**config.mk**
```make
export PLATFORM = sky130hd
export DESIGN_NAME = svga_timing_gen_flat
export DESIGN_NICKNAME = d
export VERILOG_FILES = /design/src/rtl/svga_timing_pkg.sv /design/src/rtl/svga_timing_if.sv /design/src/rtl/mod_counter.sv /design/src/rtl/svga_timing_gen.sv /design/src/flat_wrapper.sv
export SDC_FILE = /design/constraint.sdc
export NUM_CORES = 1
export LEC_CHECK = 0
export BUFFER_PORTS_ARGS = -buffer_cell sky130_fd_sc_hd__buf_2
export CAP_MARGIN = 20
export CELL_PAD_IN_SITES_DETAIL_PLACEMENT = 1
export CELL_PAD_IN_SITES_GLOBAL_PLACEMENT = 2
export CORE_ASPECT_RATIO = 0.7
export CORE_MARGIN = 4
export CORE_UTILIZATION = 35
export DETAILED_ROUTE_END_ITERATION = 8
export PLACE_DENSITY_LB_ADDON = 0.1
export SLEW_MARGIN = 0
export SYNTH_ARGS = -nofsm -noshare
export SYNTH_HDL_FRONTEND = slang
export SYNTH_SLANG_ARGS = --single-unit
```
**constraint.sdc**
```tcl
create_clock -name clock -period 5.58 [get_ports clock]
set_input_delay 0 -clock clock [delete_from_list [all_inputs] [get_ports clock]]
set_output_delay 0 -clock clock [all_outputs]
set_load 0.1 [all_outputs]
```
**src/rtl/svga_timing_pkg.sv**
```systemverilog
// Shared constants for the SVGA 800x600@72 raster timing generator.
// Holds default porch/sync timing, coordinate widths and a window-decode helper.
package svga_timing_pkg;

  localparam int X_W = 11;
  localparam int Y_W = 10;

  localparam int DEF_H_VISIBLE = 800;
  localparam int DEF_H_FRONT   = 56;
  localparam int DEF_H_SYNC    = 120;
  localparam int DEF_H_BACK    = 64;

  localparam int DEF_V_VISIBLE = 600;
  localparam int DEF_V_FRONT   = 37;
  localparam int DEF_V_SYNC    = 6;
  localparam int DEF_V_BACK    = 23;

  localparam int DEF_H_TOTAL = DEF_H_VISIBLE + DEF_H_FRONT + DEF_H_SYNC + DEF_H_BACK;
  localparam int DEF_V_TOTAL = DEF_V_VISIBLE + DEF_V_FRONT + DEF_V_SYNC + DEF_V_BACK;

  // Sync windows are half-open: [start, end)
  localparam int DEF_H_SYNC_START = DEF_H_VISIBLE + DEF_H_FRONT;
  localparam int DEF_H_SYNC_END   = DEF_H_SYNC_START + DEF_H_SYNC;
  localparam int DEF_V_SYNC_START = DEF_V_VISIBLE + DEF_V_FRONT;
  localparam int DEF_V_SYNC_END   = DEF_V_SYNC_START + DEF_V_SYNC;

  function automatic logic in_window(input int value, input int lo, input int hi);
    return (value >= lo) && (value < hi);
  endfunction

endpackage

```
**src/rtl/svga_timing_if.sv**
```systemverilog
// Raster timing bundle: sync pulses, active-video flag and pixel coordinates.
// frame_end marks the last pixel of the frame for downstream frame-rate logic.
interface svga_timing_if;
  import svga_timing_pkg::*;

  logic           hsync;
  logic           vsync;
  logic           video_enable;
  logic           frame_end;
  logic [X_W-1:0] pixel_x;
  logic [Y_W-1:0] pixel_y;

  modport master (
    output hsync,
    output vsync,
    output video_enable,
    output frame_end,
    output pixel_x,
    output pixel_y
  );

  modport slave (
    input hsync,
    input vsync,
    input video_enable,
    input frame_end,
    input pixel_x,
    input pixel_y
  );

endinterface

```
**src/rtl/mod_counter.sv**
```systemverilog
// Wrap-around counter 0..MODULUS-1 with synchronous reset and count enable.
// count_next exposes the value to be loaded so callers can register decodes with zero latency.
module mod_counter #(
  parameter int WIDTH   = 11,
  parameter int MODULUS = 1040
) (
  input  logic             clock,
  input  logic             reset,
  input  logic             enable,
  output logic [WIDTH-1:0] count,
  output logic [WIDTH-1:0] count_next,
  output logic             terminal
);

  localparam logic [WIDTH-1:0] LAST = WIDTH'(MODULUS - 1);

  always_comb begin
    terminal   = (count == LAST);
    count_next = count;
    if (enable) begin
      count_next = terminal ? '0 : count + 1'b1;
    end
  end

  always_ff @(posedge clock) begin
    if (reset) begin
      count <= '0;
    end else begin
      count <= count_next;
    end
  end

endmodule

```
**src/rtl/svga_timing_gen.sv**
```systemverilog
// Free-running raster timing generator, one clock per pixel.
// Flags are decoded from the counters' next values so they line up with pixel_x/pixel_y.
module svga_timing_gen
  import svga_timing_pkg::*;
#(
  parameter int H_VISIBLE = DEF_H_VISIBLE,
  parameter int H_FRONT   = DEF_H_FRONT,
  parameter int H_SYNC    = DEF_H_SYNC,
  parameter int H_BACK    = DEF_H_BACK,
  parameter int V_VISIBLE = DEF_V_VISIBLE,
  parameter int V_FRONT   = DEF_V_FRONT,
  parameter int V_SYNC    = DEF_V_SYNC,
  parameter int V_BACK    = DEF_V_BACK,
  parameter bit HSYNC_POL = 1'b1,
  parameter bit VSYNC_POL = 1'b1
) (
  input  logic             clock,
  input  logic             reset,
  svga_timing_if.master    vid
);

  // H_TOTAL must stay <= 2048 and V_TOTAL <= 1024 to fit the coordinate widths
  localparam int H_TOTAL    = H_VISIBLE + H_FRONT + H_SYNC + H_BACK;
  localparam int V_TOTAL    = V_VISIBLE + V_FRONT + V_SYNC + V_BACK;
  localparam int HS_START   = H_VISIBLE + H_FRONT;
  localparam int HS_END     = HS_START + H_SYNC;
  localparam int VS_START   = V_VISIBLE + V_FRONT;
  localparam int VS_END     = VS_START + V_SYNC;

  logic [X_W-1:0] x_count;
  logic [X_W-1:0] x_next;
  logic           x_last;
  logic [Y_W-1:0] y_count;
  logic [Y_W-1:0] y_next;
  logic           y_last;

  logic video_next;
  logic hsync_next;
  logic vsync_next;
  logic video_q;
  logic hsync_q;
  logic vsync_q;

  mod_counter #(
    .WIDTH   (X_W),
    .MODULUS (H_TOTAL)
  ) u_x_counter (
    .clock      (clock),
    .reset      (reset),
    .enable     (1'b1),
    .count      (x_count),
    .count_next (x_next),
    .terminal   (x_last)
  );

  mod_counter #(
    .WIDTH   (Y_W),
    .MODULUS (V_TOTAL)
  ) u_y_counter (
    .clock      (clock),
    .reset      (reset),
    .enable     (x_last),
    .count      (y_count),
    .count_next (y_next),
    .terminal   (y_last)
  );

  always_comb begin
    video_next = in_window(int'(x_next), 0, H_VISIBLE) && in_window(int'(y_next), 0, V_VISIBLE);
    hsync_next = in_window(int'(x_next), HS_START, HS_END) ? HSYNC_POL : ~HSYNC_POL;
    vsync_next = in_window(int'(y_next), VS_START, VS_END) ? VSYNC_POL : ~VSYNC_POL;
  end

  // Reset values are the decode of (0,0): visible, both syncs idle
  always_ff @(posedge clock) begin
    if (reset) begin
      video_q <= 1'b1;
      hsync_q <= ~HSYNC_POL;
      vsync_q <= ~VSYNC_POL;
    end else begin
      video_q <= video_next;
      hsync_q <= hsync_next;
      vsync_q <= vsync_next;
    end
  end

  assign vid.hsync        = hsync_q;
  assign vid.vsync        = vsync_q;
  assign vid.video_enable = video_q;
  assign vid.pixel_x      = x_count;
  assign vid.pixel_y      = y_count;
  assign vid.frame_end    = x_last && y_last;

endmodule

```
**src/flat_wrapper.sv**
```systemverilog
// flat-port wrapper written by rule: the top's interface ports become plain ports
module svga_timing_gen_flat import svga_timing_pkg::*;
#(
  parameter int H_VISIBLE = DEF_H_VISIBLE,
  parameter int H_FRONT   = DEF_H_FRONT,
  parameter int H_SYNC    = DEF_H_SYNC,
  parameter int H_BACK    = DEF_H_BACK,
  parameter int V_VISIBLE = DEF_V_VISIBLE,
  parameter int V_FRONT   = DEF_V_FRONT,
  parameter int V_SYNC    = DEF_V_SYNC,
  parameter int V_BACK    = DEF_V_BACK,
  parameter bit HSYNC_POL = 1'b1,
  parameter bit VSYNC_POL = 1'b1
)
  (clock, reset, vid_hsync, vid_vsync, vid_video_enable, vid_frame_end, vid_pixel_x, vid_pixel_y);
  svga_timing_if vid_i ();
  input  logic clock;
  input  logic reset;
  output wire logic [$bits(vid_i.hsync)-1:0] vid_hsync;
  output wire logic [$bits(vid_i.vsync)-1:0] vid_vsync;
  output wire logic [$bits(vid_i.video_enable)-1:0] vid_video_enable;
  output wire logic [$bits(vid_i.frame_end)-1:0] vid_frame_end;
  output wire logic [$bits(vid_i.pixel_x)-1:0] vid_pixel_x;
  output wire logic [$bits(vid_i.pixel_y)-1:0] vid_pixel_y;
  assign vid_hsync = vid_i.hsync;
  assign vid_vsync = vid_i.vsync;
  assign vid_video_enable = vid_i.video_enable;
  assign vid_frame_end = vid_i.frame_end;
  assign vid_pixel_x = vid_i.pixel_x;
  assign vid_pixel_y = vid_i.pixel_y;
  svga_timing_gen #(.H_VISIBLE(H_VISIBLE), .H_FRONT(H_FRONT), .H_SYNC(H_SYNC), .H_BACK(H_BACK), .V_VISIBLE(V_VISIBLE), .V_FRONT(V_FRONT), .V_SYNC(V_SYNC), .V_BACK(V_BACK), .HSYNC_POL(HSYNC_POL), .VSYNC_POL(VSYNC_POL)) u_core (.clock(clock), .reset(reset), .vid(vid_i));
endmodule
```
== Word level (Yosys, flattened, before mapping) ==
Index checks and enable logic that the tools add are counted.

* Add/subtract/negate cells: 2
* $lt $le $gt $ge: 6
* Eq/ne operators: 2
* Mux-type cells: 5
* Reductions and logical operators: 4

{| class="wikitable"
|+ Operators with widths
! operator !! count
|-
| $lt 11x10->1 const B || 2
|-
| $lt 10x10->1 const B || 2
|-
| $mux 10 || 2
|-
| $add 11x1->11 const B || 1
|-
| $eq 11x11->1 const B || 1
|-
| $ge 11x10->1 const B || 1
|-
| $mux 11 || 1
|-
| $add 10x1->10 const B || 1
|-
| $eq 10x10->1 const B || 1
|-
| $ge 10x10->1 const B || 1
|-
| $logic_and 1x1->1 || 4
|-
| $mux 1 || 2
|}

* Register bits: 24
* Output and inout port bits: 25

== Longest topological paths before layout ==
* Depth after elaboration: 6
* Depth in mapped cells: 8
* Gate-level depth less buffers: 8

== Cells and area by module ==
Synthesis repeated with hierarchy kept, for this count alone.

* Cells, all modules: 178
* Area total of the unflattened synthesis: 1506.4 µm²

{| class="wikitable"
|+ Modules (own cells, without submodules)
! module !! times used !! cells an instance !! area each (µm²)
|-
| mod_counter (u_core.u_y_counter) || 1 || 76 || 669.4
|-
| mod_counter (u_core.u_x_counter) || 1 || 76 || 633.1
|-
| svga_timing_gen || 1 || 26 || 203.9
|}

== Worst setup path before layout ==
OpenSTA, ideal clock, no wires.

* Kind: flip-flop to output port
* Start: register u_core.u_y_counter.count[0]
* End: output port vid_frame_end
* Arrival time: 3.135 ns
* Setup slack: 2.445 ns
* Stages on the path, launching flop included: 5
* Buffers on the path: 0
* Path through: dfxtp_1 ha_1 nor3b_1 nand4b_1 nor2_1

* Word-level cells in the longest chain between the ends: 2

{| class="wikitable"
|+ Ends and longest elaborated chain
! item !! RTL line !! source
|-
| start: declaration || mod_counter.sv:10 || <nowiki>output logic [WIDTH-1:0] count,</nowiki>
|-
| start signal: assignment || mod_counter.sv:29 || <nowiki>count <= count_next;</nowiki>
|-
| $eq 10x10->1 || mod_counter.sv:18 || <nowiki>terminal = (count == LAST);</nowiki>
|-
| $logic_and 1x1->1 || svga_timing_gen.sv:92 || <nowiki>assign vid.frame_end = x_last && y_last;</nowiki>
|-
| end: declaration || flat_wrapper.sv:22 || <nowiki>output wire logic [$bits(vid_i.frame_end)-1:0] vid_frame_end;</nowiki>
|}

Every way passes these cells.

== Worst setup path after layout ==
* Start: register u_core.u_x_counter.count[0]
* End: register u_core.vsync_q (netlist: u_core.vid.vsync)

* Word-level cells in the longest chain between the ends: 5
* Elaborated cells between the ends (all ways): 6

{| class="wikitable"
|+ Ends and longest elaborated chain
! item !! RTL line !! source
|-
| start: declaration || mod_counter.sv:10 ||
|-
| start signal: assignment || mod_counter.sv:29 ||
|-
| $eq 11x11->1 * || mod_counter.sv:18 ||
|-
| $mux 10 * || mod_counter.sv:20 || <nowiki>if (enable) begin</nowiki>
|-
| $ge 10x10->1 / $lt 10x10->1 (equally long branches) || svga_timing_pkg.sv:28 || <nowiki>return (value >= lo) && (value < hi);</nowiki>
|-
| $logic_and 1x1->1 * || svga_timing_pkg.sv:28 ||
|-
| $mux 1 * || svga_timing_gen.sv:71 || <nowiki>vsync_next = in_window(int'(y_next), VS_START, VS_END) ? VSYNC_POL : ~VSYNC_POL;</nowiki>
|-
| end signal: assignment || svga_timing_gen.sv:79 || <nowiki>vsync_q <= ~VSYNC_POL;</nowiki>
|-
| end signal: assignment || svga_timing_gen.sv:83 || <nowiki>vsync_q <= vsync_next;</nowiki>
|-
| end: declaration || svga_timing_gen.sv:42 || <nowiki>logic vsync_q;</nowiki>
|}

Mark *: on every way between the ends. The rest lies on a longest branch, timed or not.
A chain may end at the register's enable or synchronous reset.

==> impl_metrics.csv <==
group,metric,value,unit
outcome,status,"finished, final reports clean",
global_routing,grt_usage,0.176,
sta,final-setup-viol-count,0,
power_and_ir_drop,seq_power_share,0.495,
layout,drive_above_1_share,0.220,
die,placementRows,19,
worst_setup_path,cp.required,5.79,ns
logic_synthesis,synthFlopType,"dfxtp_1",
logic_synthesis,ys_top_cells_by_area,"dfxtp_1 31%, nor2_1 5.1%, xnor2_1 4.6%, xor2_1 4.6%, o21ai_0 2.9%",
global_routing,grt_pass1_vias,1405,
sta,maxSlewViolCount,0,
cts,cts_buffer_depth,2,
cts,cts_tree,"done",
die,die-area,5530,sq um
die,initial_core_util,0.378,
cts,hold_buffers,0,
worst_setup_path,endpoint_kind,"flip-flop",
min_path,hold_path.startpoint,"reset",
flow_run,cap_violations,0,
power_and_ir_drop,p_comb_frac,0.063,
layout,fill_cells,510,
cts,cts.htree.levels,1,
worst_setup_path,cp_max_fo,12,
cts,path_clk_slew,0.10,ns
cts,cts-resized-gates,0,
route,first_iter_violations,106,
sta,rsz0062_at_grt,"no",
layout,final_cell_area,1750,sq um
sta,layout_min_cycle_time,2.49,ns
power_and_ir_drop,p_sw,82.4,uW
placement,gp_congestion,0.861,
worst_setup_path,reg2reg_slack,3.09,ns
worst_setup_path,r2r_start,"u_core.u_x_counter.count[0]$_SDFF_PP0_",
logic_synthesis,seq_area_frac_synth,0.313,
placement,portBuffers,26,
layout,layout_common_cells,"26 x buf_2, 24 x dfxtp_1, 21 x nor2_1, 12 x nand2_1, 9 x o21ai_0",
worst_setup_path,startpoint_type,"flip-flop",
sta,hold_viol,0,
logic_synthesis,synthesis.area,1540,sq um
sta,fin_crit_sh,0.447,
placement,place_ws,3.12,ns
power_and_ir_drop,power_density,203,nW/um^2
power_and_ir_drop,swShare,0.232,
die,coreArea,4070,sq um
logic_synthesis,synth-async-reset-ratio,0,
logic_synthesis,synth-seq-cells,24,
worst_setup_path,critPathArrivalTime,2.70,ns
route,finalWirelength,4.56,mm
layout,area_delta_synth_final,13.9,%
worst_setup_path,cp-endpoint,"u_core.vid.vsync$_SDFF_PP0_",
worst_setup_path,critical_path_class,"reg2reg",
sta,fmax,0.401,GHz
logic_synthesis,yosys.area.top_type_share,0.313,
route,route.detailed.drc,0,
global_routing,grt_pass1_wl,7.68,mm
cts,cts_root_buffer,"clkbuf_8",
logic_synthesis,syn-mean-instance-area,8.44,sq um
power_and_ir_drop,ir_drop,103,uV
logic_synthesis,synth_edf_count,0,
layout,diodes,0,
worst_setup_path,reg2reg_depth,7,
die,die_h,63.4,microns
min_path,hp-class,"in2reg",
power_and_ir_drop,p_int,273,uW
route,first_pass_iters,4,
sta,fin_tns_setup,0,ns
logic_synthesis,synth_cell_types,52,
layout,postLayoutCoreUtil,0.430,
sta,layout_setup_ws,3.09,ns
power_and_ir_drop,clockPowerShare,0.442,
sta,skew,0.0102,ns
layout,nNetsFinal,211,
die,die_w,87.2,microns
route,routed_via_density,5.56,
global_routing,grt_max_degree,16,
placement,dp_hpwl,3.37,mm
global_routing,antenna_found_initial,0,
power_and_ir_drop,p_leak,0.000702,uW
sta,tightestPinTransition,0.659,ns
die,ios,27,
logic_synthesis,yosys.area.top_type,"dfxtp_1",
cts,worstSkewPairLatency,0.28,ns
layout,layout_commonest_cell,"buf_2",
route,via_count,1429,
power_and_ir_drop,power,355,uW
logic_synthesis,ys_warn_count,0,
route,ant_nets,0,
global_routing,gr-total-overflow,0,
cts,cts_made_buffers,3,
placement,placed_cell_area,1680,sq um
worst_setup_path,crit_start,"u_core.u_x_counter.count[0]$_SDFF_PP0_",
logic_synthesis,synth_cells,182,
route,detail_route.wl_per_cell,17.7,microns
logic_synthesis,syn_nets,187,
cts,cts_sinks,24,
cts,postCtsSetupBuffers,0,
sta,relSlewSlack,0.558,
worst_setup_path,regToRegEndpoint,"u_core.vid.vsync$_SDFF_PP0_",
-- registers in the layout, summed over array words and instances (netlist names) --
signal / cells
u_core.u_y_counter.count: 10
u_core.u_x_counter.count: 11
u_core.vid.hsync: 1
u_core.vid.video_enable: 1
u_core.vid.vsync: 1
-- worst min-delay path by stage --
stage / end / slack [ns] / depth (start not counted)
floorplan: u_core.u_x_counter.count[3]$_SDFF_PP0_ / 0.08 / 1
global placement: u_core.u_x_counter.count[6]$_SDFF_PP0_ / 0.35 / 2
detailed placement: u_core.u_x_counter.count[4]$_SDFF_PP0_ / 0.35 / 2
CTS: u_core.u_x_counter.count[4]$_SDFF_PP0_ / 0.06 / 2
global route: u_core.u_y_counter.count[0]$_SDFF_PP0_ / 0.07 / 2
finish: u_core.u_x_counter.count[4]$_SDFF_PP0_ / 0.06 / 2
-- critical path, stage by stage, from the launching register on --
cell and delay (ns):
dfxtp_1 0.40, ha_1 0.32, nand4b_1 0.25, nor3_4 0.51
and4_2 0.34, xnor2_1 0.19, o2111ai_1 0.18, a211oi_2 0.23
-- power by group through the flow --
| stage | registers, uW | logic (uW) | clock network [uW] |
|---|---|---|---|
| after global placement | 179 | 22.2 | 0 |
| after CTS | 176 | 22.4 | 160 |
| after detailed placement | 180 | 22.4 | 0 |
| after global routing | 176 | 23.3 | 168 |
| after floorplan | 192 | 4.85 | 0 |
| final | 176 | 22.4 | 157 |
-- final cells by class --
type	count	area [sq um]	share of cell area
multi-input cells	146	982	0.562
flip-flops and latches	24	480	0.275
repair buffers	26	130	0.0744
well taps	52	65.1	0.0372
clock buffers	3	41.3	0.0236
clock inverters	1	30.0	0.0172
inverters	5	18.8	0.0107
-- cells in the mapped netlist, drive strengths merged, types with 2 or more instances --
cell type / number
and2: 5
o21ai: 10
nand2: 12
nor3b: 4
nand3: 9
nor3: 8
clkbuf: 2
nor4: 3
ha: 3
nor2: 21
buf: 5
and4: 3
nand2b: 2
or3: 2
mux2: 2
dfxtp: 24
nand3b: 3
xnor2: 8
a41oi: 2
and3: 8
nand4b: 4
inv: 5
xor2: 8
nand4: 6
a21oi: 7
-- metrics by stage --
stage | hold slack [ns] | cells
after floorplan | 0.0793 | 182
after global placement | 0.346 | 253
after detailed placement | 0.348 | 253
after CTS | 0.0564 | 257
after global routing | 0.0684 | 257
final | 0.0555 | 257
-- routing by layer --
| metal | track usage | wire, microns |
|---|---|---|
| met4 | 0.0287 | 17 |
| met5 | 0 | 0 |
| met1 | 0.277 | 2430 |
| met3 | 0.0378 | 318 |
| met2 | 0.243 | 1790 |
-- cell families after synthesis --
kind of cell               synth area share
buffers and inverters                0.0473
xor gates and xnor gates             0.0913
muxes                                0.0212
AOI/OAI and AO/OA                     0.131
and+or+nand+nor                       0.372
DFF                                   0.313
adders and majority gates            0.0245
Power figures use the tool's default switching activity.
